--- config.mk ---
export PLATFORM = sky130hd
export DESIGN_NAME = gray_code_counter
export DESIGN_NICKNAME = d
export VERILOG_FILES = /design/src/rtl/gray_code_counter.sv
export SDC_FILE = /design/constraint.sdc
export NUM_CORES = 1
export LEC_CHECK = 0
export ABC_CLOCK_PERIOD_IN_PS = 2100
export CORE_UTILIZATION = 35
export CTS_CLUSTER_SIZE = 14
export DETAILED_ROUTE_END_ITERATION = 12
export PLACE_DENSITY = 0.75
export REMOVE_ABC_BUFFERS = 1
export SETUP_SLACK_MARGIN = 0.4
export SLEW_MARGIN = 40
export SYNTH_ARGS = -nofsm -noshare
export SYNTH_HDL_FRONTEND = slang
export SYNTH_SLANG_ARGS = --single-unit
--- constraint.sdc ---
create_clock -name clk -period 2.1 [get_ports clk]
set_input_delay 0.42 -clock clk [delete_from_list [all_inputs] [get_ports clk]]
set_output_delay 0.42 -clock clk [all_outputs]
set_load 0.1 [all_outputs]
--- src/rtl/gray_code_counter.sv ---
// Up/down Gray code counter with parallel load and a choice of wrap or saturate at the bounds.
// Binary state and Gray output are registered together from the same next value, so they always agree.
module gray_code_counter #(
  parameter int WIDTH = 4,
  parameter bit WRAP  = 1'b1
) (
  input  logic             clk,
  input  logic             rst,
  input  logic             en,
  input  logic             up,
  input  logic             load,
  input  logic [WIDTH-1:0] load_val,
  output logic [WIDTH-1:0] g,
  output logic [WIDTH-1:0] b,
  output logic             tc,
  output logic             at_max,
  output logic             at_min
);

  localparam logic [WIDTH-1:0] ONE    = {{(WIDTH-1){1'b0}}, 1'b1};
  localparam logic [WIDTH-1:0] ALL1   = {WIDTH{1'b1}};
  localparam logic [WIDTH-1:0] ALL0   = {WIDTH{1'b0}};

  logic [WIDTH-1:0] b_q, b_d;
  logic [WIDTH-1:0] g_q, g_d;
  logic             tc_q, tc_d;
  logic             at_max_q, at_max_d;
  logic             at_min_q, at_min_d;

  always_comb begin
    b_d  = b_q;
    tc_d = 1'b0;
    if (load) begin
      b_d = load_val;
    end else if (en) begin
      if (up) begin
        if (b_q != ALL1) begin
          b_d = b_q + ONE;
        end else if (WRAP) begin
          b_d  = ALL0;
          tc_d = 1'b1;
        end
      end else begin
        if (b_q != ALL0) begin
          b_d = b_q - ONE;
        end else if (WRAP) begin
          b_d  = ALL1;
          tc_d = 1'b1;
        end
      end
    end
    // Gray and flags come from the next binary value so every output describes the same count.
    g_d      = b_d ^ (b_d >> 1);
    at_max_d = (b_d == ALL1);
    at_min_d = (b_d == ALL0);
  end

  always_ff @(posedge clk) begin
    if (rst) begin
      b_q      <= ALL0;
      g_q      <= ALL0;
      tc_q     <= 1'b0;
      at_max_q <= 1'b0;
      at_min_q <= 1'b1;
    end else begin
      b_q      <= b_d;
      g_q      <= g_d;
      tc_q     <= tc_d;
      at_max_q <= at_max_d;
      at_min_q <= at_min_d;
    end
  end

  assign b      = b_q;
  assign g      = g_q;
  assign tc     = tc_q;
  assign at_max = at_max_q;
  assign at_min = at_min_q;

endmodule

# After elaboration in Yosys (flattened, before gate mapping)

Index checks and enable logic that the tools add are counted.

Bits of input ports: 9
Logic and storage cells: 22
Flip-flop bits (word level): 11
Output and inout port bits: 11

Bitwise gates (word level): 2
Muxes and demuxes: 8
Add/subtract/negate cells: 2
Reductions and logical operators: 3
Equality and inequality tests: 2

Operator list:

| operator                                          | count |
|---|---|
| two-way mux 4 bit                                 | 5 |
| adder 4 x 1 -> 4 bit (second input constant)      | 1 |
| == test 4 bit (second input constant)             | 1 |
| zero test 4 bit                                   | 1 |
| inequality test 4 bit (second input constant)     | 1 |
| nonzero test 4 bit                                | 1 |
| subtractor 4 x 1 -> 4 bit (second input constant) | 1 |
| bitwise XOR 4 x 3 -> 4 bit                        | 1 |
| two-way mux 1 bit                                 | 3 |
| OR reduction 3 bit                                | 1 |
| inverter 1 bit                                    | 1 |

# Logic depth before layout (Yosys ltp)

Gate-level depths: netlist of run 1.

Word-level depth: 6
Depth in mapped cells: 8
Gate-level depth less buffers: 8

# Worst setup path after synthesis of run 1

OpenSTA, ideal clock, no wires.

Path type: register to register
Start: register b_q[1] (netlist: b[1])
End: register g_q[2] (netlist: g[2])
Buffers on the path: 0
Required time: 1.986 ns
Arrival: 2.366 ns
Library setup time: 0.114 ns
Setup slack: -0.380 ns
Stages on the path, launching flop included: 9
Period minus slack after synthesis: 2.480 ns
Cell sequence: dfxtp_1 > inv_1 > ha_1 > nor2_1 > o21ai_0 > a31oi_1 > o41ai_4 > ha_1 > nor2b_1

Word-level cells in the longest chain between the ends: 6
Elaborated cells between the ends (all ways): 10
Those cells by class: add/sub: 2; eq/ne: 1; mux: 5; bitwise: 1; reduce/logical: 1

Ends and longest elaborated chain:

| what                                              | line   | RTL |
|---|---|---|
| from (decl)                                       | 24     | `logic [WIDTH-1:0] b_q, b_d;` |
| from (signal assigned)                            | 60     | `b_q <= ALL0;` |
| from (signal assigned)                            | 66     | `b_q <= b_d;` |
| subtractor 4 x 1 -> 4 bit (tied with other cells) | 45     | `b_d = b_q - ONE;` |
| two-way mux 4 bit (on tied branches)              | 44, 37 |  |
| two-way mux 4 bit *                               | 36     | `if (up) begin` |
| two-way mux 4 bit *                               | 35     | `end else if (en) begin` |
| two-way mux 4 bit *                               | 33     | `if (load) begin` |
| bitwise XOR 4 x 3 -> 4 bit *                      | 53     | `g_d = b_d ^ (b_d >> 1);` |
| named net g_d[2]                                  | 25     | `logic [WIDTH-1:0] g_q, g_d;` |
| to (signal assigned)                              | 67     | `g_q <= g_d;` |
| to (decl)                                         | 25     |  |

The timed path passes the listed nets; every way through them passes the cells marked *.
A chain may end at the register's enable or synchronous reset.

# Final worst setup path of run 1

Start: register b_q[0] (netlist: b[0])
End: register g_q[2] (netlist: g[2])

Same word-level chain as after synthesis.

==> results.py, run 1 <==
metrics = {
    "synth": {
        "yosys_warnings": 0,
        "avgSynthCellArea_um2": 9.25,
        "synth_cell_types": 26,
        "syn_inst": 63,
        "synth-seq-cells": 10,
        "ys.flop_type": "dfxtp_1",
        "synth-edff-count": 0,
        "synth-seq-area-share": 0.343,
        "synthArstFlopShare": 0,
        "netlist_area_um2": 583,
    },
    "grt": {
        "grt-ovfl-total": 0,
        "grt_max_degree": 11,
        "grt_pass1_wl_um": 2710,
        "grt_pass1_vias": 553,
        "grt_use_total": 0.205,
        "antenna_found_initial": 0,
    },
    "die": {
        "ios": 20,
        "core_area_mm2": 0.00152,
        "die_h_um": 42.8,
        "die_w_um": 42.8,
        "start_util": 0.383,
        "rows": 14,
        "die_area_mm2": 0.00183,
    },
    "finish": {
        "drive_gt1_frac": 0.459,
        "syn_to_final_growth_pct": 63.3,
        "fin_nets": 112,
        "final_common_cell": "buf_4",
        "multi_input_area_um2": 398,
        "layout_common_cells": "buf_4, dfxtp_1, clkdlybuf4s50_1",
        "regArea_um2": 210,
        "fin_area_um2": 952,
        "num-fill-cells": 118,
        "antennaDiodeCount": 0,
    },
    "clock_network": {
        "cts_tree": "done",
        "clock_sinks": 10,
        "clock_latency_ns": 0.28,
        "cts_root_buf": "clkbuf_4",
        "cts_buffers": 3,
        "clkTransAtPathRegs_ns": 0.08,
        "htree_levels": 1,
        "cts.path.max_buffers": 2,
    },
    "placed_design": {
        "placed_area_um2": 806,
        "dp_hpwl_um": 975,
        "gp_congestion": 0.768,
        "port_buffers": 19,
    },
    "setup_path": {
        "start_kind": "register",
        "worst_setup_path_end_kind": "register",
        "critPathMaxFanout": 4,
        "cp.required_ns": 2.26,
        "cp_slowest_cell": "dfxtp_4",
        "max_stage_delay_ns": 0.40,
        "path_buf_inv": 2,
        "arrival_ns": 1.99,
        "crit_type": "register to register",
        "crit_path_cell_trace": "inv_4, buf_4, o311a_4, o41ai_4, ha_1, nor2b_1",
        "crit_family": "compound AO/OA/AOI/OAI gates",
    },
    "detailed_routing": {
        "ant_nets": 0,
        "wl_per_cell_um": 15.0,
        "via_per_inst": 5.36,
        "drc": 0,
        "num_vias": 611,
        "totalWireLength_um": 1720,
        "firstDrtPassIters": 4,
        "first_iter_violations": 5,
    },
    "flow_run": {
        "maxCapViolCount": 0,
    },
    "timing": {
        "clock_skew_ns": 0.00653,
        "period_share": 0.869,
        "finalHoldViolCount": 0,
        "setup_viol": 0,
        "fmax_mhz": 548,
        "rsz0062_at_grt": "yes",
        "relSlewSlack": 0.758,
        "min_period_ns": 1.82,
        "worst_slew_pin_slew_ns": 0.363,
        "slew_violations": 0,
    },
    "power_and_ir_drop": {
        "power_density_mw_per_mm2": 757,
        "total_power_uw": 721,
        "power.leakage_nw": 0.432,
        "ir_drop_v": 0.000492,
    },
    "run_status": {
        "outcome": "finished clean",
    },
    "min_path": {
        "hold_class": "input port to register",
    },
}
==> kinds of logic (layout without fill, tap and decap cells) <==
logic type / Yosys count / count (layout) / synth area share
muxes: 3 / 3 / 0.0515
DFF: 10 / 10 / 0.343
adders and majority gates: 4 / 4 / 0.0858
buffers and inverters: 7 / 42 / 0.0536
AOI/OAI and AO/OA: 16 / 16 / 0.221
xor gates and xnor gates: 2 / 2 / 0.0300
and+or+nand+nor: 21 / 21 / 0.215
==> per-layer routing <==
metal / wire [µm] / up-vias / global-route usage
met5: 0 / - / 0
met4: 41 / 0 / 0.113
met3: 56 / 4 / 0.0298
met2: 864 / 18 / 0.330
met1: 753 / 292 / 0.260
li1: - / 297 / -
==> worst register-to-register path, cell delays in order, from the launching register on <==
cell     delay (ns)
dfxtp_4        0.40
inv_4          0.05
buf_4          0.13
o311a_4        0.35
o41ai_4        0.37
ha_1           0.29
nor2b_1        0.12
==> final timing paths <==
check | from | end | slack (ns) | cells past startpoint
min | en | tc | 0.67 | 3
min reg2reg | b[3] | tc | 0.68 | 3
max reg2reg | b[0] | g[2] | 0.28 | 6
max | b[0] | g[2] | 0.28 | 6
==> layout make-up <==
class                           count  area share
Timing Repair Buffer               33       0.277
Inverter                            5      0.0250
Sequential cell                    10       0.221
Multi-Input combinational cell     46       0.418
Clock buffer                        4      0.0381
Tap cell                           16      0.0210
==> synth_stat cells, types with 2 or more instances <==
| master | number | share of area |
|---|---|---|
| nor3b_1 | 3 | 0.039 |
| dfxtp_1 | 10 | 0.34 |
| inv_1 | 4 | 0.026 |
| ha_1 | 4 | 0.086 |
| nand2_1 | 4 | 0.026 |
| nor2b_1 | 3 | 0.032 |
| and2_1 | 3 | 0.032 |
| o21ai_0 | 4 | 0.034 |
| o21ai_2 | 2 | 0.030 |
| a21oi_1 | 5 | 0.043 |
| and3_1 | 2 | 0.021 |
| nor2_1 | 2 | 0.013 |
| xnor2_1 | 2 | 0.030 |
| mux2i_1 | 3 | 0.052 |
==> power by group <==
part	internal (mW)	switching, mW
sequential	0.206	0.0160
clock	0.106	0.0807
combinational	0.107	0.205
total	0.419	0.302
==> flip-flops by register name, summed over array words and instances (netlist names) <==
signal and count:
b 4, tc 1, at_min 1, g 3, at_max 1
==> through the flow <==
| stage | std cells | hold WS, ns | setup slack [ns] | utilization | setup TNS, ns |
|---|---|---|---|---|---|
| 5_1_grt | 114 | 0.692 | 0.217 | 0.625 | 0 |
| 3_3_place_gp | 103 | 0.714 | -0.0377 | 0.529 | -0.0377 |
| 3_5_place_dp | 103 | 0.709 | -0.0592 | 0.529 | -0.0921 |
| 2_1_floorplan | 61 | 0.489 | -0.817 | - | -3.42 |
| 6_report | 114 | 0.671 | 0.276 | 0.625 | 0 |
| 4_1_cts | 111 | 0.663 | 0.317 | 0.591 | 0 |
==> repair_timing <==
action | in CTS | in global routing
setup endpoints to repair | 6 | 6
gates cloned | 0 | 0
gates resized for setup | 16 | 5
setup buffers | 4 | 3
pin swaps | 4 | 5
hold buffers | 0 | 0
No activity file was read; power rests on OpenSTA's default activity.
==> inputs of run 2 (changes only) <==
Settings changed: CTS_BUF_LIST set to sky130_fd_sc_hd__clkbuf_4, RECOVER_POWER set to 50.
==> run 2 against run 1 <==
  * Flip-flop and latch count did not move
  * Non-clock buffer count decreased by 1
  * Combinational power decreased by 4%
  * Sequential power hardly changed
  * Setup slack worse by 0.0015 ns
  * Sequential share of layout area rose by 1.0 points
==> results.py, run 2 (synthesis results as in run 1) <==
metrics = {
    "detailed_routing": {
        "drc": 0,
        "first_iter_violations": 13,
        "num_vias": 604,
        "firstDrtPassIters": 4,
        "ant_nets": 0,
        "via_per_inst": 5.35,
        "totalWireLength_um": 1610,
        "wl_per_cell_um": 14.3,
    },
    "timing": {
        "clock_skew_ns": 0.00566,
        "relSlewSlack": 0.642,
        "tns_ns": 0,
        "setup_viol": 0,
        "fmax_mhz": 548,
        "slew_violations": 0,
        "fin_ws_ns": 0.274,
        "finalHoldViolCount": 0,
        "min_period_ns": 1.83,
        "worst_slew_pin_slew_ns": 0.540,
        "period_share": 0.869,
        "rsz0062_at_grt": "yes",
    },
    "setup_path": {
        "crit_type": "register to register",
        "r2r_slack_ns": 0.27,
        "start_kind": "register",
        "worst_setup_path_end_kind": "register",
        "cp.required_ns": 2.26,
        "arrival_ns": 1.99,
        "max_stage_delay_ns": 0.40,
        "critPathMaxFanout": 4,
        "crit_path_cell_trace": "inv_4, buf_4, o311a_1, o41ai_4, ha_1, nor2b_1",
        "cp_slowest_cell": "dfxtp_4",
    },
    "grt": {
        "grt-ovfl-total": 0,
        "antenna_found_initial": 0,
        "grt_pass1_wl_um": 2600,
        "grt_use_total": 0.199,
        "grt_max_degree": 11,
        "grt_pass1_vias": 554,
    },
    "finish": {
        "syn_to_final_growth_pct": 56.2,
        "largest_register_ffs": 4,
        "layout_common_cells": "buf_4, clkbuf_2, dfxtp_1",
        "final_common_cell": "buf_4",
        "fin_nets": 111,
        "antennaDiodeCount": 0,
        "drive_gt1_frac": 0.433,
        "fin_util": 0.598,
        "num-fill-cells": 121,
    },
    "die": {
        "die_area_mm2": 0.00183,
        "die_w_um": 42.8,
        "core_area_mm2": 0.00152,
        "start_util": 0.383,
        "die_h_um": 42.8,
        "ios": 20,
        "rows": 14,
    },
    "placed_design": {
        "pre_cts_slack_ns": -0.0592,
        "dp_hpwl_um": 975,
        "gp_congestion": 0.768,
        "port_buffers": 19,
    },
    "clock_network": {
        "cts.path.max_buffers": 2,
        "clock_sinks": 10,
        "htree_levels": 1,
        "clkTransAtPathRegs_ns": 0.07,
        "cts_buffers": 3,
        "cts_tree": "done",
        "cts_root_buf": "clkbuf_4",
        "clock_latency_ns": 0.28,
    },
    "run_status": {
        "outcome": "finished clean",
    },
    "power_and_ir_drop": {
        "power.leakage_nw": 0.414,
        "power_density_mw_per_mm2": 731,
        "ir_drop_v": 0.000398,
    },
    "min_path": {
        "hold_class": "input port to register",
    },
    "flow_run": {
        "maxCapViolCount": 0,
    },
}
==> run 2: cell types whose count changed in the layout (fill, tap and decap cells not counted), sizes merged <==
cell	delta
clkbuf	+7
clkinv	+1
buf	-9
==> run 2: area by class of cell <==
type / count / area, µm² / share of cell area
Clock inverter: 1 / 3.75 / 0.00412
Multi-Input combinational cell: 46 / 394 / 0.433
Inverter: 5 / 23.8 / 0.0261
Clock buffer: 3 / 22.5 / 0.0247
Sequential cell: 10 / 210 / 0.231
Tap cell: 16 / 20.0 / 0.0220
Timing Repair Buffer: 32 / 236 / 0.260
==> run 2: metal layers <==
metal	track usage	vias up	wire, µm
li1	-	296	-
met1	0.249	287	743
met2	0.309	14	760
met3	0.0213	7	43
met4	0.150	0	63
met5	0	-	0
==> run 2: per-stage QoR <==
step | total power [mW] | hold WS (ns) | std cells | cell area (µm²)
after floorplan | 0.422 | 0.489 | 61 | 571
after global placement | 0.497 | 0.714 | 103 | 806
after detailed placement | 0.500 | 0.709 | 103 | 806
after CTS | 0.660 | 0.663 | 112 | 898
after global routing | 0.694 | 0.698 | 113 | 911
final | 0.666 | 0.661 | 113 | 911
==> run 2: worst max-delay path: cells and delay by family (launching register included) <==
family,cells,cell delay [ns]
flip-flops,1,0.40
buffers and inverters,2,0.18
adder cells (fa/ha/maj),1,0.29
AO/OA/AOI/OAI,2,0.72
AND/OR/NAND/NOR,1,0.12
==> run 2: final timing paths <==
| path | from | end | cells past startpoint |
|---|---|---|---|
| min reg2reg | b[3] | tc | 3 |
| min | en | tc | 3 |
| max reg2reg | b[0] | g[2] | 6 |
| max | b[0] | g[2] | 6 |
==> run 2: report_power, final <==
part	switching (mW)	leakage [nW]	internal (mW)	total, mW
Clock	0.0774	0.0154	0.0690	0.146
Sequential	0.0151	0.0846	0.206	0.222
Combinational	0.203	0.314	0.0948	0.298
Total	0.296	0.414	0.370	0.666
==> run 2: what timing repair did <==
action / CTS / global route
setup endpoints to repair: 6 / 5
pin swaps: 4 / 4
gates resized for setup: 16 / 5
hold endpoints to repair: 0 / 0
setup buffers: 5 / 1
hold buffers: 0 / 0
